<file path="src/rtl/ahb_dma_write_master.sv">
// ---------------------------------------------------------------------------
// ahb_dma_write_master
//
// AHB-Lite write-only bus master for the CPU/DMA path. A command (start
// address, word count, burst type) is accepted on the cmd_* handshake. Words
// are pulled from a local valid/ready source and written onto AHB-Lite as
// pipelined NONSEQ/SEQ/BUSY transfers. Wait states (HREADY=0) and two-cycle
// ERROR responses are honoured.
//
// Ports
//   HCLK, HRESET         clock, synchronous active-high reset
//   cmd_valid/ready      command handshake
//   cmd_addr             start byte address (bits [1:0] ignored)
//   cmd_len              number of 32-bit words (0 = complete immediately)
//   cmd_burst            SINGLE, INCR, INCR4, INCR8 or INCR16
//   src_data/valid       write data source
//   src_ready            pop strobe, high in the cycle a word is consumed
//   HADDR..HSIZE         AHB-Lite master address/control/write data
//   HREADY, HRESP        AHB-Lite slave response
//   busy                 command in progress or data phase outstanding
//   done, error          one-cycle completion pulses (OKAY / aborted)
// ---------------------------------------------------------------------------
package ahb_dma_pkg;
  typedef enum logic [2:0] {
    SINGLE = 3'b000, INCR   = 3'b001, WRAP4  = 3'b010, INCR4 = 3'b011,
    WRAP8  = 3'b100, INCR8  = 3'b101, WRAP16 = 3'b110, INCR16 = 3'b111
  } HBURST_Type;
  typedef enum logic [1:0] {
    IDLE = 2'b00, BUSY = 2'b01, NONSEQ = 2'b10, SEQ = 2'b11
  } HTRANS_state;
  typedef enum logic {
    OKAY = 1'b0, ERROR = 1'b1
  } HRESP_state;
endpackage

module ahb_dma_write_master
  import ahb_dma_pkg::*;
#(
  parameter int LEN_W = 16
) (
  input  logic             HCLK,
  input  logic             HRESET,
  input  logic             cmd_valid,
  output logic             cmd_ready,
  input  logic [31:0]      cmd_addr,
  input  logic [LEN_W-1:0] cmd_len,
  input  HBURST_Type       cmd_burst,
  input  logic [31:0]      src_data,
  input  logic             src_valid,
  output logic             src_ready,
  output logic [31:0]      HADDR,
  output logic [31:0]      HWDATA,
  output logic             HWRITE,
  output HBURST_Type       HBURST,
  output logic [2:0]       HSIZE,
  output HTRANS_state      HTRANS,
  input  logic             HREADY,
  input  HRESP_state       HRESP,
  output logic             busy,
  output logic             done,
  output logic             error
);

  typedef enum logic [2:0] {
    ST_IDLE, ST_ADDR, ST_BURST, ST_LAST_DATA, ST_ERR
  } state_t;

  // How the command is split into bursts.
  typedef enum logic [1:0] {
    M_SINGLE, M_INCR, M_FIXED
  } mode_t;

  state_t           state_q, state_d;
  logic [31:0]      addr_q, addr_d;          // address of the next beat
  logic [31:0]      hwdata_q, hwdata_d;
  HBURST_Type       hburst_q, hburst_d;      // burst type of the burst in flight
  logic [LEN_W-1:0] rem_q, rem_d;            // beats still to be issued
  logic [3:0]       beat_cnt_q, beat_cnt_d;  // beats left in a fixed burst
  mode_t            mode_q, mode_d;
  HBURST_Type       fixed_burst_q, fixed_burst_d;
  logic [3:0]       fixed_nm1_q, fixed_nm1_d;  // fixed burst length minus one
  logic             dphase_q, dphase_d;      // a data phase is outstanding
  logic             done_q, done_d;
  logic             error_q, error_d;

  HTRANS_state      htrans_c;
  HBURST_Type       hburst_c;
  HBURST_Type       start_burst;   // burst type if a new burst started now
  HBURST_Type       burst_kind;
  logic [3:0]       beat_left;
  logic [31:0]      next_addr;
  logic             accept;
  logic             bus_err;

  assign next_addr = addr_q + 32'd4;
  // First cycle of the two-cycle ERROR response on an outstanding data phase.
  assign bus_err   = dphase_q && !HREADY && (HRESP == ERROR);

  // A fixed-length command falls back to INCR for the tail shorter than N.
  always_comb begin
    start_burst = SINGLE;
    case (mode_q)
      M_SINGLE: start_burst = SINGLE;
      M_INCR:   start_burst = INCR;
      default:  start_burst = (rem_q > LEN_W'(fixed_nm1_q)) ? fixed_burst_q : INCR;
    endcase
  end

  always_comb begin
    state_d       = state_q;
    addr_d        = addr_q;
    hwdata_d      = hwdata_q;
    hburst_d      = hburst_q;
    rem_d         = rem_q;
    beat_cnt_d    = beat_cnt_q;
    mode_d        = mode_q;
    fixed_burst_d = fixed_burst_q;
    fixed_nm1_d   = fixed_nm1_q;
    dphase_d      = dphase_q;
    done_d        = 1'b0;
    error_d       = 1'b0;
    htrans_c      = IDLE;
    hburst_c      = hburst_q;
    burst_kind    = hburst_q;
    beat_left     = 4'd0;

    // Transfer type follows the source: no word means IDLE before a burst
    // has started and BUSY inside one.
    case (state_q)
      ST_ADDR: begin
        htrans_c = src_valid ? NONSEQ : IDLE;
        hburst_c = start_burst;
      end
      ST_BURST: htrans_c = src_valid ? SEQ : BUSY;
      default: ;
    endcase

    accept = HREADY && ((htrans_c == NONSEQ) || (htrans_c == SEQ));
    if (HREADY) dphase_d = accept;

    case (state_q)
      ST_IDLE: begin
        if (cmd_valid && !dphase_q) begin
          addr_d        = cmd_addr & 32'hFFFF_FFFC;
          rem_d         = cmd_len;
          mode_d        = M_INCR;
          fixed_burst_d = INCR4;
          fixed_nm1_d   = 4'd3;
          case (cmd_burst)
            SINGLE: mode_d = M_SINGLE;
            INCR4:  if (cmd_addr[3:2] == 2'b00) mode_d = M_FIXED;
            INCR8:  begin
              if (cmd_addr[4:2] == 3'b000) mode_d = M_FIXED;
              fixed_burst_d = INCR8;
              fixed_nm1_d   = 4'd7;
            end
            INCR16: begin
              if (cmd_addr[5:2] == 4'b0000) mode_d = M_FIXED;
              fixed_burst_d = INCR16;
              fixed_nm1_d   = 4'd15;
            end
            default: mode_d = M_INCR;
          endcase
          if (cmd_len == '0) done_d  = 1'b1;
          else               state_d = ST_ADDR;
        end
      end

      ST_ADDR, ST_BURST: begin
        if (bus_err) begin
          state_d = ST_ERR;
        end else if (accept) begin
          hwdata_d = src_data;
          addr_d   = next_addr;
          rem_d    = rem_q - LEN_W'(1);
          if (state_q == ST_ADDR) begin
            hburst_d   = start_burst;
            burst_kind = start_burst;
            beat_left  = fixed_nm1_q;
          end else begin
            burst_kind = hburst_q;
            beat_left  = beat_cnt_q - 4'd1;
          end
          beat_cnt_d = beat_left;
          if (rem_q == LEN_W'(1)) begin
            state_d = ST_LAST_DATA;
          end else begin
            case (burst_kind)
              SINGLE:  state_d = ST_ADDR;
              // Undefined-length bursts may not cross a 1 KB boundary.
              INCR:    state_d = (next_addr[9:0] == 10'd0) ? ST_ADDR : ST_BURST;
              default: state_d = (beat_left == 4'd0) ? ST_ADDR : ST_BURST;
            endcase
          end
        end
      end

      ST_LAST_DATA: begin
        if (bus_err) begin
          state_d = ST_ERR;
        end else if (HREADY) begin
          done_d  = 1'b1;
          state_d = ST_IDLE;
        end
      end

      ST_ERR: begin
        // Second response cycle closes the errored data phase.
        if (HREADY) begin
          error_d = 1'b1;
          state_d = ST_IDLE;
        end
      end

      default: state_d = ST_IDLE;
    endcase
  end

  always_ff @(posedge HCLK) begin
    if (HRESET) begin
      state_q       <= ST_IDLE;
      addr_q        <= '0;
      hwdata_q      <= '0;
      hburst_q      <= SINGLE;
      rem_q         <= '0;
      beat_cnt_q    <= '0;
      mode_q        <= M_SINGLE;
      fixed_burst_q <= INCR4;
      fixed_nm1_q   <= 4'd3;
      dphase_q      <= 1'b0;
      done_q        <= 1'b0;
      error_q       <= 1'b0;
    end else begin
      state_q       <= state_d;
      addr_q        <= addr_d;
      hwdata_q      <= hwdata_d;
      hburst_q      <= hburst_d;
      rem_q         <= rem_d;
      beat_cnt_q    <= beat_cnt_d;
      mode_q        <= mode_d;
      fixed_burst_q <= fixed_burst_d;
      fixed_nm1_q   <= fixed_nm1_d;
      dphase_q      <= dphase_d;
      done_q        <= done_d;
      error_q       <= error_d;
    end
  end

  assign HTRANS    = htrans_c;
  assign HWRITE    = (htrans_c != IDLE);
  assign HADDR     = addr_q;
  assign HBURST    = hburst_c;
  assign HWDATA    = hwdata_q;
  assign HSIZE     = 3'b010;
  assign src_ready = accept;
  assign cmd_ready = (state_q == ST_IDLE) && !dphase_q;
  assign busy      = (state_q != ST_IDLE) || dphase_q;
  assign done      = done_q;
  assign error     = error_q;

endmodule

</file>
<file path="config.mk">
export PLATFORM = sky130hd
export DESIGN_NAME = ahb_dma_write_master
export DESIGN_NICKNAME = d
export VERILOG_FILES = /design/src/rtl/ahb_dma_write_master.sv
export SDC_FILE = /design/constraint.sdc
export NUM_CORES = 1
export LEC_CHECK = 0
export ABC_AREA = 1
export CAP_MARGIN = 25
export CORE_MARGIN = 1.5
export CORE_UTILIZATION = 40
export CTS_BUF_LIST = sky130_fd_sc_hd__clkbuf_8
export DETAILED_ROUTE_END_ITERATION = 16
export PLACE_DENSITY = 0.81
export SLEW_MARGIN = 20
export SYNTH_ARGS = -nofsm -noshare
export SYNTH_HDL_FRONTEND = slang
export SYNTH_SLANG_ARGS = --single-unit
export TNS_END_PERCENT = 10
</file>
<file path="constraint.sdc">
create_clock -name HCLK -period 2.1 [get_ports HCLK]
set_clock_uncertainty 0.2 [all_clocks]
set_input_delay 0.42 -clock HCLK [delete_from_list [all_inputs] [get_ports HCLK]]
set_output_delay 0.42 -clock HCLK [all_outputs]
set_load 0.03 [all_outputs]
</file>
## Word-level counts from Yosys, hierarchy flattened

Index checks and enable logic that the tools add are counted.
W data, S select, Z words.

- Register bits: 102
- Bits in latches: 0
- Memory bits (writable): 0
- Memory bits (read-only): 0
- Input bits: 89
- Output and inout port bits: 78
- Word-level logic and storage cells: 106
- Memories kept: 0

- Add/subtract/negate cells: 3
- Multipliers: 0
- Divide/modulo/power cells: 0
- Order comparisons: 1
- Equal/unequal tests: 17
- Shift operators: 0
- Muxes and demuxes: 43
- Bitwise gates (word level): 2
- Reduce and logical (&&, ||, !) cells: 28

Operators by type and width:

| cell | number |
|---|---|
| $mux W32 | 3 |
| $pmux W32 S2 | 1 |
| $mux W16 | 3 |
| $mux W3 | 11 |
| $add A32 B3 Y32 const B | 1 |
| $pmux W16 S2 | 1 |
| $eq A16 B1 Y1 const B | 1 |
| $gt A16 B4 Y1 | 1 |
| $logic_not A16 Y1 | 1 |
| $mux W2 | 8 |
| $mux W4 | 4 |
| $sub A16 B1 Y16 const B | 1 |
| $logic_not A3 Y1 | 4 |
| $pmux W3 S2 | 2 |
| $pmux W3 S4 | 1 |
| $logic_not A10 Y1 | 1 |
| $eq A3 B2 Y1 const B | 3 |
| $eq A3 B3 Y1 const B | 3 |
| $logic_not A4 Y1 | 2 |
| $ne A2 B2 Y1 const B | 4 |
| $pmux W2 S2 | 2 |
| $pmux W2 S4 | 1 |
| $pmux W4 S2 | 1 |
| $eq A3 B1 Y1 const B | 2 |
| other kinds (17) | 32 |

## Depth between registers and ports, before layout

- Depth in word-level cells: 15
- Gate-level depth with buffers: 17
- Depth with buffers taken out: 17

## Least setup slack after synthesis

No wires, ideal clock.

- Path kind: register -> register
- Start point: register state_q[1]
- End point: register mode_q[0]
- Library setup time: 124 ps
- Arrival: 2126 ps
- Data required time: 1776 ps
- Slack: -350 ps
- Stages on the path, launching flop included: 11
- Buffers on the path: 0
- Period minus slack after synthesis: 2450 ps
- Cells stage by stage: dfxtp_1 nor2_2 inv_1 nor2_2 inv_2 nor2_1 inv_1 nor2_2 inv_1 nor2_1 a31oi_1

- Longest elaborated chain between the ends: 2

Ends and longest elaborated chain:

| what | line | RTL |
|---|---|---|
| start, declared | 73 | `state_t state_q, state_d;` |
| start signal, assigned | 234 | `state_q <= state_d;` |
| $logic_not A3 Y1 | 141 | `case (state_q)` |
| $reduce_and A2 Y1 (no source line) | - |  |
| end signal, assigned | 240 | `mode_q <= mode_d;` |
| end, declared | 79 | `mode_t mode_q, mode_d;` |

No other way between the ends.
A chain may end at the register's enable or synchronous reset.

## Worst setup path after layout

- Start point: register state_q[1]
- End point: output HWRITE

- Longest elaborated chain between the ends: 3
- Elaborated cells between the ends (all ways): 4
- Classes of those cells: 2 x eq/ne; 1 x mux; 1 x reduce/logical

Ends and longest elaborated chain:

| what | line | RTL |
|---|---|---|
| $eq A3 B2 Y1 or $eq A3 B1 Y1 (tied branches) | 129 | `case (state_q)` |
| $pmux W2 S2 (*) | 129 |  |
| $reduce_bool A2 Y1 (*) | 250 | `assign HWRITE = (htrans_c != IDLE);` |
| end, declared | 53 | `output logic HWRITE,` |

Mark *: on every way between the ends. The rest lies on a longest branch, timed or not.

==> impl_metrics.csv <==
group,metric,value,unit
floorplan,fp.dieH,118,um
synthesis,yosys.cell_count.top_type,"nand2_1",
place,dp_hpwl,11.3,mm
clocking,numCtsBuffers,9,
timing,rsz0062_at_grt,"true",
place,gp_congestion,0.892,
clocking,clock_sinks,96,
final_layout,layout.nets,1118,
place,io_buffers,159,
clocking,hold_buffers,0,
timing,hold_viol,0,
timing,setup_tns,-1220,ps
final_layout,stdcell_count,1198,
synthesis,ys_ff_latch,96,
critical_path,critical_path_peak_fanout,3,
synthesis,yosys-top-cells-count,"nand2_1 (206), dfxtp_1 (96), nor2_1 (89), a21oi_1 (86), inv_1 (62)",
route,wl_per_cell,14.0,um
critical_path,cp-end-kind,"primary output",
synthesis,synth_top_area_cell,"dfxtp_1",
floorplan,die_area,0.0139,mm^2
route,ant_nets,0,
place,placed_area,0.00755,mm^2
route,viasPerCell,5.13,
clocking,clk_latency,390,ps
floorplan,rows,41,
route,drcViolationCount,0,
worst_hold_path,worst_hold_path_type,"register to register",
critical_path,crit_type,"register to primary output",
global_routing,antenna_found_initial,0,
clocking,cts_tree,"built",
final_layout,drive_gt1_frac,0.200,
synthesis,syn_inst,794,
critical_path,r2r.worst_path.cells,12,
synthesis,synth_compound_area_frac,0.191,
flow_run,drv_cap,0,
synthesis,synthTopCellsByArea,"dfxtp_1 (36%), nand2_1 (15%), a21oi_1 (8.1%)",
timing,setup_viol,24,
clocking,ctsLongestPathBuffers,2,
critical_path,crit_required,1480,ps
route,vias,6142,
synthesis,ys.flop_type,"dfxtp_1",
timing,period_minus_slack,2320,ps
power,power_leakage,3.55,nW
floorplan,initial_core_util,0.414,
critical_path,worstPathArrival,1700,ps
final_layout,area_growth,55.7,%
synthesis,ys_types,44,
global_routing,grt_overflow,0,
floorplan,die_w,118,um
floorplan,boundaryPins,167,
place,dp.cells,1165,
worst_hold_path,hold_depth,2,
timing,slew_headroom,0.662,
timing,slew_violations,0,
power,p_per_area,1290,mW/mm^2
synthesis,synth.cell_area,0.00529,mm^2
clocking,cts-htree-levels,3,
synthesis,synth-edff-count,0,
synthesis,syn_area_per_cell,6.66,um^2
timing,fin_crit_sh,1.10,
final_layout,antenna_cells,0,
route,drtPass1Iterations,5,
synthesis,synth_fa_ha_area_frac,0.0189,
synthesis,synth_top_area_frac,0.364,
synthesis,ys_warn_count,0,
floorplan,core,0.0128,mm^2
clocking,clk_pin_slew,100,ps
global_routing,first_global_vias,5835,
synthesis,synth_top_family_by_area,"simple AND/OR/NAND/NOR gates",
synthesis,ys_async_sr_fraction,0,
critical_path,startpoint_type,"register",
final_layout,n_fill_cell,1082,
timing,worst_slew_pin_slew,503,ps
route,drt-initial-drc-count,482,
synthesis,synth-xor-area-share,0.0315,
outcome,violations,"setup timing",
outcome,status,"finished with violations",
clocking,clock-root-buffer,"clkbuf_8",
power,power,10.6,mW
synthesis,synthMuxAreaShare,0,
final_layout,fin_area,0.00823,mm^2
global_routing,grt_max_degree,74,
global_routing,grt_use_total,0.235,
route,wl,16.8,mm
power,ir_drop,0.000745,V
timing,setup_ws,-218,ps
synthesis,ys_seq_area_frac,0.364,
timing,fmax,0.431,GHz
timing,hold_ws,264,ps
synthesis,synth-simple-area-share,0.305,
global_routing,grt_pass1_wl,27.3,mm
## stage by stage
stage | util | setup WS, ps
2_1_floorplan | - | -41.7
3_3_place_gp | 0.591 | -158
3_5_place_dp | 0.591 | -207
4_1_cts | 0.618 | -181
5_1_grt | 0.644 | -255
6_report | 0.644 | -218
## cells by family (layout without fill, tap and decap cells)
| logic type | Yosys count | count (layout) |
|---|---|---|
| AOI/OAI and AO/OA | 183 | 183 |
| xor gates and xnor gates | 19 | 19 |
| adders and majority gates | 8 | 8 |
| buffers and inverters | 109 | 338 |
| DFF | 96 | 96 |
| other | 2 | 5 |
| and+or+nand+nor | 377 | 377 |
## layer usage
metal | global-route usage | routed length [um] | vias up
li1 | - | - | 3072
met1 | 0.297 | 7110 | 2815
met2 | 0.393 | 8070 | 224
met3 | 0.0630 | 1290 | 31
met4 | 0.0694 | 302 | 0
met5 | 0 | 0 | -
## critical path: stages (launching register included)
cell and delay, ps:
dfxtp_4 400, inv_4 50, buf_4 130, nor3_1 390, or2_4 220, buf_6 120
## layout by cell type, fill, tap and decap left out, types with 26 or more instances in the layout
master | netlist | final
dlygate4sd2_1 | 0 | 28
inv_1 | 62 | 60
nor2_1 | 89 | 77
buf_4 | 6 | 86
a21oi_1 | 86 | 83
nand2_1 | 206 | 187
clkdlybuf4s50_1 | 0 | 113
o21ai_0 | 37 | 34
o21ai_1 | 23 | 26
dfxtp_1 | 96 | 89
## final cells by class
cell class	instances	area, um^2	share of cell area
clock buffers	9	124	0.0151
clock inverters	7	71.3	0.00867
inverters	67	267	0.0324
multi-input cells	592	3230	0.392
flip-flops and latches	96	1940	0.236
well taps	172	215	0.0261
repair buffers	255	2390	0.290
## final timing paths
path | end | from | slack, ps
worst max-delay path | HWRITE | state_q[1]$_SDFFE_PP0P_ | -220
worst min-delay path | HWDATA[5]$_SDFFE_PP0P_ | HWDATA[5]$_SDFFE_PP0P_ | 260
worst max register to register | HADDR[28]$_SDFFE_PP0P_ | HADDR[3]$_SDFFE_PP0P_ | -90
worst min register to register | HWDATA[5]$_SDFFE_PP0P_ | HWDATA[5]$_SDFFE_PP0P_ | 260
## registers in the layout (all words and copies together), names as in the netlist
register / flops
HWDATA: 32
HADDR: 30
rem_q: 16
beat_cnt_q: 4
hburst_q: 3
state_q: 3
fixed_nm1_q: 2
mode_q: 2
done: 1
dphase_q: 1
error: 1
fixed_burst_q: 1
## report_power, final
| part | total (mW) | switching, mW | internal, mW |
|---|---|---|---|
| Sequential | 2.88 | 0.531 | 2.35 |
| Clock | 1.26 | 0.705 | 0.553 |
| Combinational | 6.45 | 3.80 | 2.65 |
| Total | 10.6 | 5.04 | 5.55 |
## timing repair
item,CTS,global route
gates cloned,0,0
pin swaps,9,20
endpoints found under the setup margin,51,68
buffers inserted,10,7
resized for setup,77,74
No activity file was read; power rests on OpenSTA's default activity.
